## config.mk

```make
export PLATFORM = sky130hd
export DESIGN_NAME = spi_reg_initiator
export DESIGN_NICKNAME = d
export VERILOG_FILES = /design/src/rtl/spi_reg_pkg.sv /design/src/rtl/spi_sync.sv /design/src/rtl/spi_reg_initiator.sv
export SDC_FILE = /design/constraint.sdc
export NUM_CORES = 1
export LEC_CHECK = 0
export BUFFER_PORTS_ARGS = -buffer_cell sky130_fd_sc_hd__clkbuf_2
export CORE_MARGIN = 2
export CORE_UTILIZATION = 60
export CTS_CLUSTER_SIZE = 14
export DETAILED_ROUTE_END_ITERATION = 8
export HOLD_SLACK_MARGIN = 0.15
export PLACE_DENSITY = 0.91
export RECOVER_POWER = 50
export SLEW_MARGIN = 20
export SYNTH_ARGS = -nofsm -noshare
export SYNTH_HDL_FRONTEND = slang
export SYNTH_SLANG_ARGS = --single-unit
```

## constraint.sdc

```tcl
create_clock -name clk -period 3.5 [get_ports clk]
set_input_delay 1.05 -clock clk [delete_from_list [all_inputs] [get_ports clk]]
set_output_delay 1.05 -clock clk [all_outputs]
set_load 0.03 [all_outputs]
```

## src/rtl/spi_reg_pkg.sv

```systemverilog
// Shared types and constants for the SPI register-bank initiator.
package spi_reg_pkg;

  typedef logic [2:0] state_t;

  localparam state_t S_IDLE = 3'd0;
  localparam state_t S_CMD  = 3'd1;
  localparam state_t S_DATA = 3'd2;
  localparam state_t S_ACC  = 3'd3;
  localparam state_t S_DONE = 3'd4;

  localparam int unsigned CMD_WR_BIT = 7;
  localparam int unsigned BYTE_W     = 8;
  localparam int unsigned CNT_W      = $clog2(BYTE_W);

endpackage

```

## src/rtl/spi_sync.sv

```systemverilog
// Multi-stage synchroniser with registered rise/fall edge strobes (used for SPI clock).
module spi_sync #(
  parameter int unsigned STAGES = 2
) (
  input  logic clk,
  input  logic rst,
  input  logic d_i,
  output logic rise_o,
  output logic fall_o
);

  logic [STAGES-1:0] sync_q;
  logic              prev_q;

  always_ff @(posedge clk or posedge rst) begin
    if (rst) begin
      sync_q <= '0;
      prev_q <= 1'b0;
      rise_o <= 1'b0;
      fall_o <= 1'b0;
    end else begin
      sync_q <= {sync_q[STAGES-2:0], d_i};
      prev_q <= sync_q[STAGES-1];
      rise_o <= sync_q[STAGES-1] & ~prev_q;
      fall_o <= ~sync_q[STAGES-1] & prev_q;
    end
  end

endmodule

```

## src/rtl/spi_reg_initiator.sv

```systemverilog
// SPI mode-0 peripheral that turns {wr_rdn,addr} + data frames into register-bank accesses.
// Define SPI_REG_AUTOINC_EN for burst mode (address auto-increment while CS stays low).
module spi_reg_initiator
  import spi_reg_pkg::*;
#(
  parameter int unsigned ADDR_W      = 7,
  parameter int unsigned REG_W       = 8,
  parameter int unsigned SYNC_STAGES = 2,
  parameter int unsigned ACK_TIMEOUT = 4
) (
  input  logic              clk,
  input  logic              rst,
  input  logic              ena,
  input  logic              spi_cs_n,
  input  logic              spi_sclk,
  input  logic              spi_mosi,
  output logic              spi_miso,
  output logic              spi_miso_oe,
  output logic              wr_rdn,
  output logic [ADDR_W-1:0] addr,
  output logic [REG_W-1:0]  wdata,
  output logic              req,
  output logic              we,
  input  logic [REG_W-1:0]  rdata,
  input  logic              ack,
  input  logic              err,
  output logic              xfer_err
);

  localparam int unsigned TMR_W = (ACK_TIMEOUT > 1) ? $clog2(ACK_TIMEOUT) : 1;
`ifdef SPI_REG_AUTOINC_EN
  localparam bit AUTOINC = 1'b1;
`else
  localparam bit AUTOINC = 1'b0;
`endif

  logic [SYNC_STAGES-1:0] cs_sync_q, mosi_sync_q;
  logic rise, fall, cs_s, mosi_s, frame;

  state_t            state_q, state_d;
  logic [CNT_W-1:0]  cnt_q, cnt_d;
  logic              got_bit_q, got_bit_d, done_q, done_d;
  logic [REG_W-1:0]  sh_q, sh_d, tx_q, tx_d, rbuf_q, rbuf_d;
  logic              cmd_wr_q, cmd_wr_d, pf_q, pf_d, pend_q, pend_d;
  logic [ADDR_W-1:0] cmd_addr_q, cmd_addr_d, addr_q, addr_d, issue_addr;
  logic [TMR_W-1:0]  tmr_q, tmr_d;
  logic              miso_q, miso_d, oe_q, oe_d, wr_rdn_q, wr_rdn_d;
  logic [REG_W-1:0]  wdata_q, wdata_d, rx_byte, acc_data;
  logic              req_q, req_d, we_q, we_d, xerr_q, xerr_d;
  logic              issue, issue_wr, last_bit, acc_ok, acc_bad, acc_done;

  spi_sync #(.STAGES(SYNC_STAGES)) u_sclk_sync (
    .clk    (clk),
    .rst    (rst),
    .d_i    (spi_sclk),
    .rise_o (rise),
    .fall_o (fall)
  );

  // Level-only synchronisers; cs_n resets to the idle (high) level
  always_ff @(posedge clk or posedge rst) begin
    if (rst) begin
      cs_sync_q   <= '1;
      mosi_sync_q <= '0;
    end else begin
      cs_sync_q   <= {cs_sync_q[SYNC_STAGES-2:0], spi_cs_n};
      mosi_sync_q <= {mosi_sync_q[SYNC_STAGES-2:0], spi_mosi};
    end
  end

  assign cs_s   = cs_sync_q[SYNC_STAGES-1];
  assign mosi_s = mosi_sync_q[SYNC_STAGES-1];
  assign frame  = ena & ~cs_s;

  assign acc_ok   = pend_q & ack & ~err;
  assign acc_bad  = pend_q & ((ack & err) | (~ack & (tmr_q == TMR_W'(ACK_TIMEOUT - 1))));
  assign acc_done = acc_ok | acc_bad;
  assign acc_data = acc_ok ? rdata : '0;

  always_ff @(posedge clk or posedge rst) begin
    if (rst) begin
      state_q    <= S_IDLE;
      cnt_q      <= '0;
      got_bit_q  <= 1'b0;
      done_q     <= 1'b0;
      sh_q       <= '0;
      tx_q       <= '0;
      rbuf_q     <= '0;
      cmd_wr_q   <= 1'b0;
      cmd_addr_q <= '0;
      pf_q       <= 1'b0;
      pend_q     <= 1'b0;
      tmr_q      <= '0;
      miso_q     <= 1'b0;
      oe_q       <= 1'b0;
      wr_rdn_q   <= 1'b0;
      addr_q     <= '0;
      wdata_q    <= '0;
      req_q      <= 1'b0;
      we_q       <= 1'b0;
      xerr_q     <= 1'b0;
    end else begin
      state_q    <= state_d;
      cnt_q      <= cnt_d;
      got_bit_q  <= got_bit_d;
      done_q     <= done_d;
      sh_q       <= sh_d;
      tx_q       <= tx_d;
      rbuf_q     <= rbuf_d;
      cmd_wr_q   <= cmd_wr_d;
      cmd_addr_q <= cmd_addr_d;
      pf_q       <= pf_d;
      pend_q     <= pend_d;
      tmr_q      <= tmr_d;
      miso_q     <= miso_d;
      oe_q       <= oe_d;
      wr_rdn_q   <= wr_rdn_d;
      addr_q     <= addr_d;
      wdata_q    <= wdata_d;
      req_q      <= req_d;
      we_q       <= we_d;
      xerr_q     <= xerr_d;
    end
  end

  always_comb begin
    state_d    = state_q;
    cnt_d      = cnt_q;
    got_bit_d  = got_bit_q;
    done_d     = done_q;
    sh_d       = sh_q;
    tx_d       = tx_q;
    rbuf_d     = rbuf_q;
    cmd_wr_d   = cmd_wr_q;
    cmd_addr_d = cmd_addr_q;
    pf_d       = pf_q;
    pend_d     = pend_q;
    tmr_d      = tmr_q;
    miso_d     = miso_q;
    oe_d       = frame;
    wr_rdn_d   = wr_rdn_q;
    addr_d     = addr_q;
    wdata_d    = wdata_q;
    req_d      = 1'b0;
    we_d       = 1'b0;
    xerr_d     = 1'b0;
    issue      = 1'b0;
    issue_wr   = 1'b0;
    issue_addr = cmd_addr_q;
    rx_byte    = {sh_q[REG_W-2:0], mosi_s};
    last_bit   = (cnt_q == CNT_W'(BYTE_W - 1));

    // Outstanding access: completes on ack or after ACK_TIMEOUT cycles
    if (pend_q) begin
      tmr_d = tmr_q + TMR_W'(1);
      if (acc_done) begin
        pend_d = 1'b0;
        rbuf_d = acc_data;
        xerr_d = acc_bad;
      end
    end

    if (state_q != S_IDLE && !frame) begin
      state_d = S_IDLE;
      miso_d  = 1'b0;
      pf_d    = 1'b0;
      pend_d  = 1'b0;
      if (got_bit_q && !(done_q && cnt_q == '0)) xerr_d = 1'b1;
    end else begin
      case (state_q)
        S_IDLE: begin
          if (frame) begin
            state_d   = S_CMD;
            cnt_d     = '0;
            got_bit_d = 1'b0;
            done_d    = 1'b0;
            sh_d      = '0;
          end
        end
        S_CMD: begin
          if (rise) begin
            got_bit_d = 1'b1;
            sh_d      = rx_byte;
            cnt_d     = cnt_q + CNT_W'(1);
            if (last_bit) begin
              cmd_wr_d   = rx_byte[CMD_WR_BIT];
              cmd_addr_d = rx_byte[ADDR_W-1:0];
              if (rx_byte[CMD_WR_BIT]) begin
                state_d = S_DATA;
              end else begin
                issue      = 1'b1;
                issue_addr = rx_byte[ADDR_W-1:0];
                state_d    = S_ACC;
              end
            end
          end
        end
        S_DATA: begin
          if (cmd_wr_q) begin
            if (rise) begin
              got_bit_d = 1'b1;
              sh_d      = rx_byte;
              cnt_d     = cnt_q + CNT_W'(1);
              if (last_bit) begin
                done_d   = 1'b1;
                issue    = 1'b1;
                issue_wr = 1'b1;
                state_d  = S_ACC;
              end
            end
          end else begin
            if (AUTOINC && pf_q && !pend_q) begin
              issue = 1'b1;
              pf_d  = 1'b0;
            end
            if (fall) begin
              miso_d = tx_q[REG_W-1];
              tx_d   = tx_q << 1;
            end
            if (rise) begin
              got_bit_d = 1'b1;
              cnt_d     = cnt_q + CNT_W'(1);
              if (last_bit) begin
                done_d = 1'b1;
                if (AUTOINC) begin
                  // Next byte comes from the prefetch buffer; an unanswered prefetch reads as zero
                  if (pend_q && !acc_done) begin
                    tx_d   = '0;
                    pend_d = 1'b0;
                    xerr_d = 1'b1;
                  end else if (acc_done) begin
                    tx_d = acc_data;
                  end else begin
                    tx_d = rbuf_q;
                  end
                  cmd_addr_d = cmd_addr_q + ADDR_W'(1);
                  pf_d       = 1'b1;
                end else begin
                  state_d = S_DONE;
                  miso_d  = 1'b0;
                end
              end
            end
          end
        end
        S_ACC: begin
          if (cmd_wr_q) begin
            if (acc_done) begin
              if (AUTOINC) begin
                state_d    = S_DATA;
                cmd_addr_d = cmd_addr_q + ADDR_W'(1);
              end else begin
                state_d = S_DONE;
              end
            end
          end else if (acc_done || fall) begin
            // A falling edge before the ack forces the byte to zero
            state_d = S_DATA;
            tx_d    = acc_done ? acc_data : '0;
            if (fall) begin
              miso_d = tx_d[REG_W-1];
              tx_d   = tx_d << 1;
            end
            if (!acc_done) begin
              pend_d = 1'b0;
              xerr_d = 1'b1;
            end
            if (AUTOINC) begin
              cmd_addr_d = cmd_addr_q + ADDR_W'(1);
              pf_d       = 1'b1;
            end
          end
        end
        S_DONE: begin
          miso_d = 1'b0;
        end
        default: begin
          state_d = S_IDLE;
        end
      endcase
    end

    if (issue) begin
      req_d    = 1'b1;
      we_d     = issue_wr;
      wr_rdn_d = issue_wr;
      addr_d   = issue_addr;
      pend_d   = 1'b1;
      tmr_d    = '0;
      if (issue_wr) wdata_d = rx_byte;
    end
  end

  assign spi_miso    = miso_q;
  assign spi_miso_oe = oe_q;
  assign wr_rdn      = wr_rdn_q;
  assign addr        = addr_q;
  assign wdata       = wdata_q;
  assign req         = req_q;
  assign we          = we_q;
  assign xfer_err    = xerr_q;

endmodule

```

# Yosys cells after proc, flatten, opt, wreduce, memory -nomap -nowiden
# Cells that the tools add are included.
# W data, S select, Z words.
# classes
n_addsub,2
n_mul,0
div,0
order_cmp,0
eq_ne,27
shift,0
n_mux,79
bitwise,16
reduce_logical,24
# ops
op,n
$mux W8,10
$mux W3,14
$mux W1,40
$mux W7,5
$pmux W8 S3,1
$ne A3 B3 Y1 const B,6
$pmux W8 S2,1
$pmux W3 S5,1
$ne A2 B2 Y1 const B,7
$reduce_and A4 Y1,3
$reduce_and A5 Y1,2
$ne A3 B2 Y1 const B,3
$and A1 B1 Y1,8
$ne A4 B4 Y1 const B,2
$reduce_and A8 Y1,1
$reduce_bool A2 Y1,4
$eq A3 B2 Y1 const B,2
$eq A3 B3 Y1 const B,2
$logic_not A3 Y1,2
$ne A2 B1 Y1 const B,3
$not A1 Y1,6
$pmux W1 S2,3
$pmux W3 S2,1
$reduce_and A6 Y1,1
other kinds (14),20
# word_totals
regBits,65
latch_bits,0
ramBits,0
romBits,0
word_cells,172
n_memories,0

# Depth between registers and ports, before layout
# Gate-level depths: netlist of the first run.
# depth
ltp_word,13
ltp_mapped,7

# Hierarchy
# Synthesis of the first run repeated with hierarchy kept, for this count alone.
# hier_totals
hier_cells,263
hier_area_um2,2992.9
# by_module_without_submodules
module,n_inst,cells_per_inst,area_each_um2,seq_area_each_um2
spi_reg_initiator,1,255,2849.0,1478.9
spi_sync,1,8,143.9,125.1

# Worst setup path after synthesis of the first run
# OpenSTA, ideal clock, no wires.
# synth_timing
path_kind,input to register
start,in ena
end,reg addr_q[0] (netlist: addr[0])
setup_ns,0.128
arrival_time_ns,2.521
slack_ns,0.851
stages,4
path_cell_list,or4b_4 > nor4_4 > mux2_2 > mux2_1
# synth_via
elab_chain_len,4
# synth_rtl
item,line,text
from (decl),spi_reg_initiator.sv:13,"input logic ena,"
$and A1 B1 Y1 (*),spi_reg_initiator.sv:73,assign frame = ena & ~cs_s;
$logic_not A1 Y1 (*),spi_reg_initiator.sv:163,if (state_q != S_IDLE && !frame) begin
$logic_and A1 B1 Y1 (*),spi_reg_initiator.sv:163,
$mux W7 / $mux W1 (equally long branches),spi_reg_initiator.sv:163,
to (signal assigned),spi_reg_initiator.sv:118,addr_q <= addr_d;
to (decl),spi_reg_initiator.sv:45,"logic [ADDR_W-1:0] cmd_addr_q, cmd_addr_d, addr_q, addr_d, issue_addr;"
# Mark *: on every way between the ends. The rest lies on a longest branch, timed or not.
# A chain may end at the register's enable or synchronous reset.

# Worst setup path in the final report of the first run
# layout_timing
start,in ena
end,reg addr_q[4] (netlist: addr[4])
# layout_via
elab_chain_len,4
# layout_rtl
item,line,text
$and A1 B1 Y1 (*),spi_reg_initiator.sv:73,
net frame,spi_reg_initiator.sv:38,"logic rise, fall, cs_s, mosi_s, frame;"
$logic_not A1 Y1 (*),spi_reg_initiator.sv:163,
$logic_and A1 B1 Y1 (*),spi_reg_initiator.sv:163,
$mux W7 / $mux W1 (equally long branches),spi_reg_initiator.sv:163,
# Mark *: on every way through the listed nets, which the timed path passes. The rest lies on a longest branch.

==> impl_results.md, run 1 <==
- Die area: roughly 0.0057 mm^2
- Syn avg cell area: 11.8 um^2
- Residual DRC count: 0
- Sw Pwr: around 0.00046 W
- Grt total ovfl: 0
- Clk Latency, worst-skew pair: roughly 0.35 ns
- Dominant cells by area after synthesis: dfrtp_1 (50%), mux2_2 (11%), mux2i_1 (6.5%), nand2_1 (3.5%), mux2_1 (2.6%)
- CTS sink cnt: between 60 and 70
- Die Ht: approximately 76 um
- Sw Ratio: 27.7%
- Cell Pwr Density: approximately 470 mW/mm^2
- Worst relative slew slack: between 20% and 30%
- Via Count: around 2100
- Final HPWL DP: approximately 4100 um
- Least-Margin Pin Slew: 1.18 ns
- H-Tree Depth: 3
- Placed cell areas: 0.00332 mm^2
- Hold buffers post-CTS: 0
- Pre-antenna DRT Iters: 4
- Vias in the first global route: 2076
- Most instantiated cells after synthesis: dfrtp_1 (62), mux2_2 (31), nand2_1 (29)
- #FFs+latches synth: between 60 and 70
- Worst vdd ir: 0.279 mV
- Layout cells sized above 1: between 30% and 40%
- Gpl congestion: 0.867
- Sequential share of the synthesized area: 52.0%
- Startpoint types: primary input
- Clock transition at the registers of the reported paths: 0.06 ns
- Layout fillers: between 300 and 400
- Leak: between 1.5 and 2 nW
- CP endpoint kind: flop
- Clock Skew: ~0.011 ns
- Top cell type's share of synthesized area: ~50%
- Post-CTS resize count: 0
- Post-route antenna net violation count: 0
- Area Overhead vs Synth: 13.9%
- Area leader, netlist: dfrtp_1
- Routed WL per cell: 15.7 um
- Setup CP Type: in2reg
- Core footprint: between 0.005 and 0.006 mm^2
- Final Hold Viols: 0
- Clock root cell: clkbuf_8
- DRT Wirelength: roughly 5900 um
- First-pass GRT wire length: ~9800 um
- Initial antenna violation count: 0
- Yosys warns: 0
- Post-synth EDFFs: 0
- GRT Total Usage: 23.5%
- Core Rows: 26
- # IOs: 37
- Hold Crit Class: reg2reg
- Arrival @ worst endpoint: between 2 and 3 ns
- Post-synth cell types: between 40 and 50
- I/O Buffers: 36
- Starting Density: around three fifths
- Unrepaired setup endpoints after global routing: false
- Max-Cap Viols: 0
- CP Max Fanout: 12
- CP required: about 3.7 ns
- Final Power: between 0.0015 and 0.002 W
- Fraction of registers with async set/reset: 100%
- Slew Viols, Final: 0
- Logic pwr share: 13.9%
- Setup TNS: 0 ns
- DR iter-0 viols: 183
- Final setup fails: 0
- Via density: ~5.5
- Largest net degree at the start of global routing: 33
- CTS tree: done
- Internal power: approximately 0.0012 W
- Clock buffer depth: 2
- Cell area after layout: around 0.0035 mm^2
- Sequential fraction of design power: 48.6%
- Most common cell in the netlist: dfrtp_1
- Final period utilization: approximately 76%
- Die X: around 76 um
- Nets: around 320
- ANT cells: 0
- Syn nets: 281
- Post-CTS setup buffer count: 0
- Final Hold Slack: around 0.35 ns
- Mapped cell area: around 0.003 mm^2
- Fin crit period: ~2.7 ns
- Clock power frac: 37.5%
- Cell count after synthesis: approximately 260
- Status: completed
- Cts bufs inserted: 9
- Leading register cell type out of synthesis: dfrtp_1
- Fmax: about 370 MHz
==> area by class of cell <==
| cell class | count | area [um^2] | area share [%] |
|---|---|---|---|
| tap | 70 | 87.6 | 2.49 |
| clock inverter | 3 | 23.8 | 0.677 |
| clock buffer | 13 | 179 | 5.09 |
| inverter | 19 | 71.3 | 2.03 |
| sequential | 64 | 1600 | 45.7 |
| multi-input combinational | 165 | 1350 | 38.3 |
| timing repair buffer | 40 | 203 | 5.77 |
==> worst paths after layout <==
path	slack (ns)	start	end	cells past startpoint
max in group asynchronous	1.07	rst	cnt_q[0]	3
hold / removal	0.35	mosi_sync_q[0]	mosi_sync_q[1]	0
hold reg to reg	0.35	mosi_sync_q[0]	mosi_sync_q[1]	0
min in group asynchronous	0.98	rst	wdata[7]	2
setup / recovery	0.83	ena	addr[4]	6
setup reg to reg	0.84	state_q[1]	addr[4]	4
==> cell families after synthesis <==
| group | synth area share [%] |
|---|---|
| AND/OR/NAND/NOR | 12.7 |
| multiplexers | 20.4 |
| adder cells (fa/ha/maj) | 1.95 |
| AO/OA/AOI/OAI | 7.83 |
| buffers and inverters | 4.30 |
| XOR/XNOR | 0.852 |
| flip-flops | 52.0 |
==> power groups by stage <==
stage / Combinational (W) / Sequential, W / Clock [W]
2_1_floorplan: 0.000165 / 0.000823 / 0
3_3_place_gp: 0.000221 / 0.000818 / 0
3_5_place_dp: 0.000230 / 0.000821 / 0
4_1_cts: 0.000233 / 0.000806 / 0.000632
5_1_grt: 0.000256 / 0.000812 / 0.000663
6_report: 0.000231 / 0.000807 / 0.000623
==> registers in the layout (all words and copies together), names as in the netlist, 3 cells and up <==
register,count
state_q,3
cmd_addr_q,7
addr,7
wdata,8
sh_q,7
tx_q,8
cnt_q,3
==> per-layer routing <==
layer  routed length [um]  GRT usage, %  vias up
li1                     -             -      992
met1                 2690          29.6     1007
met2                 2800          37.9       52
met3                  272          8.60       11
met4                  121          7.99        0
met5                    0             0        -
==> worst max-delay path, cell delays in order <==
cell and delay (ns):
clkbuf_2 0.09, nand2b_1 0.16, inv_1 0.23, nor2_1 0.20
nor3b_2 0.76, mux2_1 0.40
==> stage by stage <==
stage          util, %  setup slack, ns  instances
4_1_cts           69.9            0.812        374
6_report          69.7            0.829        374
3_5_place_dp      65.9            0.554        358
3_3_place_gp      65.9            0.624        358
5_1_grt           69.7            0.664        374
2_1_floorplan        -            0.851        261
==> layout by cell type (no fill, tap or decap), types with 2 or more instances in the layout <==
master / instances
nor3_1: 2
a31oi_1: 2
mux2_1: 7
nor4bb_1: 2
clkbuf_2: 36
nor2_1: 12
buf_4: 2
clkbuf_8: 13
clkinvlp_4: 2
nand3b_1: 3
or2_2: 2
a21o_1: 2
o21ai_0: 10
ha_1: 4
a21oi_1: 2
o22a_1: 2
xnor2_1: 3
nor2b_1: 5
nor3_2: 2
dfstp_2: 2
nand2_1: 29
dfrtp_1: 62
nor3b_2: 2
clkbuf_1: 2
mux2i_1: 20
o21bai_1: 2
nor4_4: 2
mux2_2: 31
inv_1: 19
(Power assumes the default switching activity.)
==> inputs of run 2 (changes only) <==
--- a/config.mk
+++ b/config.mk
@@ -5,13 +5,14 @@
 export SDC_FILE = /design/constraint.sdc
 export NUM_CORES = 1
 export LEC_CHECK = 0
+export ABC_AREA = 1
 export BUFFER_PORTS_ARGS = -buffer_cell sky130_fd_sc_hd__clkbuf_2
 export CORE_MARGIN = 2
-export CORE_UTILIZATION = 60
+export CORE_UTILIZATION = 58
 export CTS_CLUSTER_SIZE = 14
 export DETAILED_ROUTE_END_ITERATION = 8
 export HOLD_SLACK_MARGIN = 0.15
-export PLACE_DENSITY = 0.91
+export PLACE_DENSITY = 0.88
 export RECOVER_POWER = 50
 export SLEW_MARGIN = 20
 export SYNTH_ARGS = -nofsm -noshare
==> constraint.sdc (replaced) <==
create_clock -name clk -period 2.8 [get_ports clk]
set_input_delay 0.84 -clock clk [delete_from_list [all_inputs] [get_ports clk]]
set_output_delay 0.84 -clock clk [all_outputs]
set_load 0.03 [all_outputs]
==> run 2 against run 1 <==
Compared with the run above: synthesized cell count rose by 44%; sequential share of layout area fell by 0.66 points; critical endpoint is now tx_q[6]; worst setup slack got worse by 0.17 ns; via count rose by 26%.
==> impl_results.md, run 2 <==
- Status: completed
- Final Hold Viols: 0 (unchanged)
- Mapped cell area: 0.00311 mm^2 (+0.69%)
- Uppermost routed layer: met4
- Final period utilization: between 70% and 80%
- Initial antenna violation count: 0 (unchanged)
- Pre-CTS WS: 0.431 ns (-0.123 ns)
- Multi-input gate area: 0.00124 mm^2 (-7.8%)
- I/O Buffers: 36 (unchanged)
- Cell count after synthesis: 376 (+44%)
- Worst vdd ir: 0.421 mV (+51%)
- Via density: 5.25 (-4.8%)
- Final design utilization: 69.4% (-0.32 points)
- Hold Crit Class: reg2reg
- Pre-antenna DRT Iters: 6 (+2)
- CP Depth: 7 (+1)
- Most common cell in the netlist: nand2_1
- Post-CTS setup buffer count: 0 (unchanged)
- Most frequent cells in the layout: nand2_1 (133), dfrtp_1 (62), inv_1 (51)
- Max-Cap Viols: 0 (unchanged)
- Routed WL per cell: 12.9 um (-18%)
- Post-route antenna net violation count: 0 (unchanged)
- Setup TNS: 0 ns (unchanged)
- Crit-path slowest cell: dfrtp_1
- ANT cells: 0 (unchanged)
- Syn nets: 396 (+41%)
- Crit path max-delay family: simple AND/OR/NAND/NOR gates
- Sequential share of the synthesized area: 51.6% (-0.36 points)
- Fraction of registers with async set/reset: 100% (unchanged)
- First-pass GRT wire length: 11100 um (+14%)
- Clock buffer depth: 2 (unchanged)
- Die area: 0.00596 mm^2 (+3.9%)
- Least-Margin Pin Slew: 0.980 ns (-0.202 ns)
- Slew Viols, Final: 0 (unchanged)
- Critical-path cell list: nor2_4, nand2_2, nand2_1, nand4_1, inv_1, nand2_1, nand2_1
- Fmax: 467 MHz
- Cts bufs inserted: 9 (unchanged)
- Post-synth cell types: 29 (-40%)
- M1 wire length: 2720 um (+0.93%)
- Hold buffers post-CTS: 0 (unchanged)
- Largest net degree at the start of global routing: 24 (-27%)
- Residual DRC count: 0 (unchanged)
- CTS tree: done
- CP required: 3.08 ns (-0.64 ns)
- Top cell type's share of synthesized area: 49.9% (-0.34 points)
- Core footprint: 0.00514 mm^2 (+1.9%)
- Starting Density: 60.4% (-0.75 points)
- Most instantiated cells after synthesis: nand2_1 (133), dfrtp_1 (62), inv_1 (51)
- # IOs: 37 (unchanged)
- Fin crit period: between 2 and 2.5 ns
- Reg2reg path depth: 7 (+3)
- DRT Wirelength: 6380 um (+8.4%)
- DR iter-0 viols: 308 (+68%)
- Setup CP Type: reg2reg
- Leading register cell type out of synthesis: dfrtp_1
- Core Rows: 26 (unchanged)
- Unrepaired setup endpoints after global routing: false
- Layout cells sized above 1: 19.1% (-13 points)
- Post-synth EDFFs: 0 (unchanged)
- Routed met3 length: 421 um (+55%)
- Dominant cells by area after synthesis: dfrtp_1 (50%), nand2_1 (16%), inv_1 (6.2%), nand3_1 (6.1%), o21ai_2 (4.2%)
- CP Max Fanout: 11 (-1)
- Placed cell areas: 0.00334 mm^2 (+0.41%)
- Final setup fails: 0 (unchanged)
- Flop2flop setup slack: 0.66 ns (-0.18 ns)
- Commonest non-fill, non-tap cell in the layout: nand2_1
- Clock root cell: clkbuf_8
- Grt total ovfl: 0 (unchanged)
- Area leader, netlist: dfrtp_1
- Vias in the first global route: 2457 (+18%)
- Syn avg cell area: 8.26 um^2 (-30%)
- Post-CTS resize count: 0 (unchanged)
- Register area: 0.00160 mm^2 (unchanged)
- Worst path bufs/invs: 1 (-1)
- Area Overhead vs Synth: 14.7%
- Layout fillers: 427 (+13%)
- Gpl congestion: 0.973 (+12%)
- Yosys warns: 0 (unchanged)
- Via Count: 2592 (+26%)
- Critical path's largest stage delay: 0.47 ns (-0.29 ns)
- Nets: 439 (+38%)
- Final HPWL DP: 4520 um (+10%)
- Startpoint types: flop
- Die Ht: 77.2 um (+1.9%)
- Clock Skew: 0.00862 ns (-0.00188 ns)
- H-Tree Depth: 3 (unchanged)
- #FFs+latches synth: 64 (unchanged)
- Cell area after layout: 0.00356 mm^2 (+1.5%)
- Cell Pwr Density: 704 mW/mm^2 (+49%)
- Clock transition at the registers of the reported paths: 0.07 ns (about the same)
- Worst relative slew slack: 34.7% (+14 points)
- Cells on Worst Hold Path: 0 (unchanged)
- Arrival @ worst endpoint: 2.42 ns (-0.47 ns)
- Most frequent CP cell: nand2_1
- Leak: 2.00 nW (+20%)
- Clk Latency, worst-skew pair: 0.34 ns (about the same)
- Met2 WL post-DR: 3110 um (+11%)
- Fin worst setup slack: 0.658 ns (-0.171 ns)
- Die X: 77.2 um (+1.9%)
- GRT Total Usage: 23.9% (+0.44 points)
- CP endpoint kind: flop
- CTS sink cnt: 64 (unchanged)
[run 2: cell types whose count changed after synthesis, moves of 4 or more]
cell / previous run / this run
nand2_1: 29 / 133
nand3_1: 1 / 38
inv_1: 18 / 51
mux2_2: 31 / 0
mux2i_1: 20 / 0
o21ai_2: 0 / 15
nor2_1: 12 / 20
mux2_1: 7 / 0
nand4_1: 0 / 7
clkbuf_1: 5 / 0
nor2b_1: 5 / 0
a21oi_1: 2 / 6
buf_2: 4 / 0
[run 2: final timing paths]
kind,to,start
max,tx_q[6],state_q[0]
min,u_sclk_sync.sync_q[1],u_sclk_sync.sync_q[0]
max reg2reg,tx_q[6],state_q[0]
min reg2reg,u_sclk_sync.sync_q[1],u_sclk_sync.sync_q[0]
max in group asynchronous,state_q[0],rst
min in group asynchronous,sh_q[0],rst
[run 2: power by group]
group | switching [W] | internal, W | total, W | leakage, nW
clock | 0.000332 | 0.000575 | 0.000907 | 0.117
sequential | 0.0000685 | 0.00101 | 0.00108 | 0.853
combinational | 0.000382 | 0.000145 | 0.000527 | 1.03
total | 0.000782 | 0.00173 | 0.00251 | 2.00
[run 2: layout make-up]
| type | instances | area share, % |
|---|---|---|
| timing repair buffer | 38 | 5.37 |
| tap | 70 | 2.46 |
| clock inverter | 2 | 1.68 |
| sequential | 64 | 45.0 |
| inverter | 55 | 5.86 |
| multi-input combinational | 251 | 34.8 |
| clock buffer | 14 | 4.84 |
[run 2: cell families after synthesis]
group / after synthesis / synth area share (%)
AO/OA/AOI/OAI: 36 / 7.89
XOR/XNOR: 1 / 0.282
adder cells (fa/ha/maj): 4 / 1.61
buffers and inverters: 61 / 8.46
flip-flops: 64 / 51.6
AND/OR/NAND/NOR: 210 / 30.1
[run 2: through the flow]
| step | std cells | power [W] | hold WS [ns] |
|---|---|---|---|
| final | 494 | 0.00251 | 0.347 |
| after global routing | 494 | 0.00265 | 0.362 |
| after CTS | 494 | 0.00252 | 0.350 |
| after detailed placement | 478 | 0.00161 | 0.335 |
| after global placement | 478 | 0.00159 | 0.333 |
| after floorplan | 376 | 0.00149 | 0.331 |
[run 2: routing by layer]
metal / up-vias / GRT usage [%]
met1: 1202 / 30.8
li1: 1263 / -
met5: - / 0
met3: 15 / 5.88
met4: 0 / 10.5
met2: 112 / 38.6
==> inputs of run 3 (changes only) <==
--- a/config.mk
+++ b/config.mk
@@ -8,11 +8,11 @@
 export ABC_AREA = 1
 export BUFFER_PORTS_ARGS = -buffer_cell sky130_fd_sc_hd__clkbuf_2
 export CORE_MARGIN = 2
-export CORE_UTILIZATION = 58
+export CORE_UTILIZATION = 52
 export CTS_CLUSTER_SIZE = 14
 export DETAILED_ROUTE_END_ITERATION = 8
 export HOLD_SLACK_MARGIN = 0.15
-export PLACE_DENSITY = 0.88
+export PLACE_DENSITY = 0.84
 export RECOVER_POWER = 50
 export SLEW_MARGIN = 20
 export SYNTH_ARGS = -nofsm -noshare
==> constraint.sdc (replaced) <==
create_clock -name clk -period 1.8 [get_ports clk]
set_input_delay 0.54 -clock clk [delete_from_list [all_inputs] [get_ports clk]]
set_output_delay 0.54 -clock clk [all_outputs]
set_load 0.03 [all_outputs]
==> run 3 against run 2 <==
Compared with the run above: maximum frequency rose by 27%; register-to-register slack got worse by 0.54 ns; critical path depth is 2 higher; critical path type unchanged; largest cell class unchanged.
==> impl_results.md, run 3 (synthesis gave the netlist of run 2 again) <==
- I/O Buffers: 36 (unchanged)
- Most frequent CP cell: nand2_1
- Via Count: 2591 (-0.039%)
- Starting Density: 53.1% (-7.3 points)
- Residual DRC count: 0 (unchanged)
- Fin worst setup slack: 0.116 ns (-0.541 ns)
- CP Max Fanout: 4 (-7)
- Die area: 0.00661 mm^2 (+11%)
- DR iter-0 viols: 199 (-35%)
- Worst relative slew slack: 49.7% (+15 points)
- Fin crit period: 1.68 ns (-0.459 ns)
- ANT cells: 0 (unchanged)
- Post-route antenna net violation count: 0 (unchanged)
- Area Overhead vs Synth: 19.1%
- Nets: 450 (+2.5%)
- R2R Path Start: tmr_q[0]
- Slew Viols, Final: 0 (unchanged)
- Core footprint: 0.00585 mm^2 (+14%)
- H-Tree Depth: 3 (unchanged)
- Setup TNS: 0 ns (unchanged)
- Commonest non-fill, non-tap cell in the layout: nand2_1
- Clock buffer depth: 2 (unchanged)
- Clock transition at the registers of the reported paths: 0.07 ns (about the same)
- Max-Cap Viols: 0 (unchanged)
- Fmax: 594 MHz (+27%)
- Vias in the first global route: 2370 (-3.5%)
- Crit path max-delay family: simple AND/OR/NAND/NOR gates
- Final HPWL DP: 4460 um (-1.3%)
- CTS sink cnt: 64 (unchanged)
- Core Rows: 28 (+7.7%)
- CP required: 2.07 ns (-1.01 ns)
- Via density: 5.08 (-3.2%)
- Worst vdd ir: 0.699 mV (+66%)
- Arrival @ worst endpoint: 1.95 ns (-0.47 ns)
- Startpoint types: flop
- Final setup fails: 0 (unchanged)
- Status: completed
- Worst path bufs/invs: 1 (unchanged)
- DRT Wirelength: 6140 um (-3.9%)
- Non-filler cells in the finished layout: 510 (+3.2%)
- CP endpoint kind: flop
- Layout cells sized above 1: 22.8% (+3.7 points)
- # IOs: 37 (unchanged)
- Critical-path cell list: ha_1, o21ai_0, buf_4, nand2_1, nor2_1, nor2_1, nand2_1, nand3_1, nand2_1
- Hold Crit Class: in2async
- GRT Total Usage: 21.0% (-2.9 points)
- Most frequent cells in the layout: nand2_1 (132), dfrtp_1 (62), inv_1 (49)
- Crit path launch: tmr_q[0]
- Setup CP Type: reg2reg
- Die X: 81.3 um (+5.3%)
- Routed WL per cell: 12.0 um (-6.9%)
- Layout fillers: 481 (+13%)
- Inst Count DP: 493 (+3.1%)
- Clock root cell: clkbuf_8
- Leak: 2.06 nW (+3.0%)
- Unrepaired setup endpoints after global routing: false
- Final period utilization: 93.5% (+17 points)
- Gpl congestion: 0.869 (-11%)
- Grt total ovfl: 0 (unchanged)
- Final Hold Slack: 0.262 ns (-0.0857 ns)
- Crit-path slowest cell: dfrtp_1
- Clock Skew: 0.0148 ns (+0.00618 ns)
- Cts bufs inserted: 9 (unchanged)
- Pre-antenna DRT Iters: 4 (-2)
- Hold buffers post-CTS: 0 (unchanged)
- Largest net degree at the start of global routing: 49 (+100%)
- Least-Margin Pin Slew: 0.750 ns (-0.230 ns)
- Pre-CTS WS: 0.0516 ns (-0.379 ns)
- Cell Pwr Density: 1110 mW/mm^2 (+57%)
- CTS tree: done
- First-pass GRT wire length: 10500 um (-5.8%)
- Final Hold Viols: 0 (unchanged)
- Critical path's largest stage delay: 0.40 ns (-0.07 ns)
- Die Ht: 81.3 um (+5.3%)
- Initial antenna violation count: 0 (unchanged)
- Clk Latency, worst-skew pair: 0.34 ns (about the same)
[run 3: metal layers]
metal | share of wire [%] | routed length, um | vias to the layer above | track usage (%)
li1 | - | - | 1295 | -
met1 | 46 | 2850 | 1213 | 28.1
met2 | 47 | 2860 | 75 | 32.7
met3 | 5.7 | 352 | 8 | 4.00
met4 | 1.3 | 78 | 0 | 10.8
met5 | 0 | 0 | - | 0
[run 3: final timing paths]
path | end | slack (ns) | cells after the start
max reg2reg | state_q[0] | 0.12 | 9
min reg2reg | mosi_sync_q[1] | 0.35 | 0
max | state_q[0] | 0.12 | 9
min | tx_q[0] | 0.26 | 2
min in group clk | cs_sync_q[0] | 0.29 | 1
max in group asynchronous | u_sclk_sync.prev_q | 0.43 | 3
[run 3: per-stage QoR]
step	area [um^2]	utilization, %	power (W)
3_5_place_dp	3430	58.7	0.00257
3_3_place_gp	3430	58.7	0.00253
6_report	3700	63.3	0.00410
5_1_grt	3700	63.3	0.00432
4_1_cts	3690	63.0	0.00409
2_1_floorplan	3110	-	0.00232
[run 3: power by group]
group,internal (W),switching [W],leakage [nW]
combinational,0.000289,0.000603,1.08
clock,0.000964,0.000567,0.123
sequential,0.00156,0.000109,0.853
[run 3: cell type report]
type / count / area (um^2) / area share (%)
inverters: 55 / 214 / 5.78
multi-input cells: 251 / 1250 / 33.8
clock buffers: 10 / 138 / 3.72
flip-flops and latches: 64 / 1600 / 43.3
clock inverters: 6 / 115 / 3.11
well taps: 75 / 93.8 / 2.54
repair buffers: 49 / 287 / 7.74
[run 3: timing repair]
item | in CTS | in global routing
resized for setup | 0 | 5
endpoints found under the setup margin | 0 | 21
setup buffers | 0 | 1
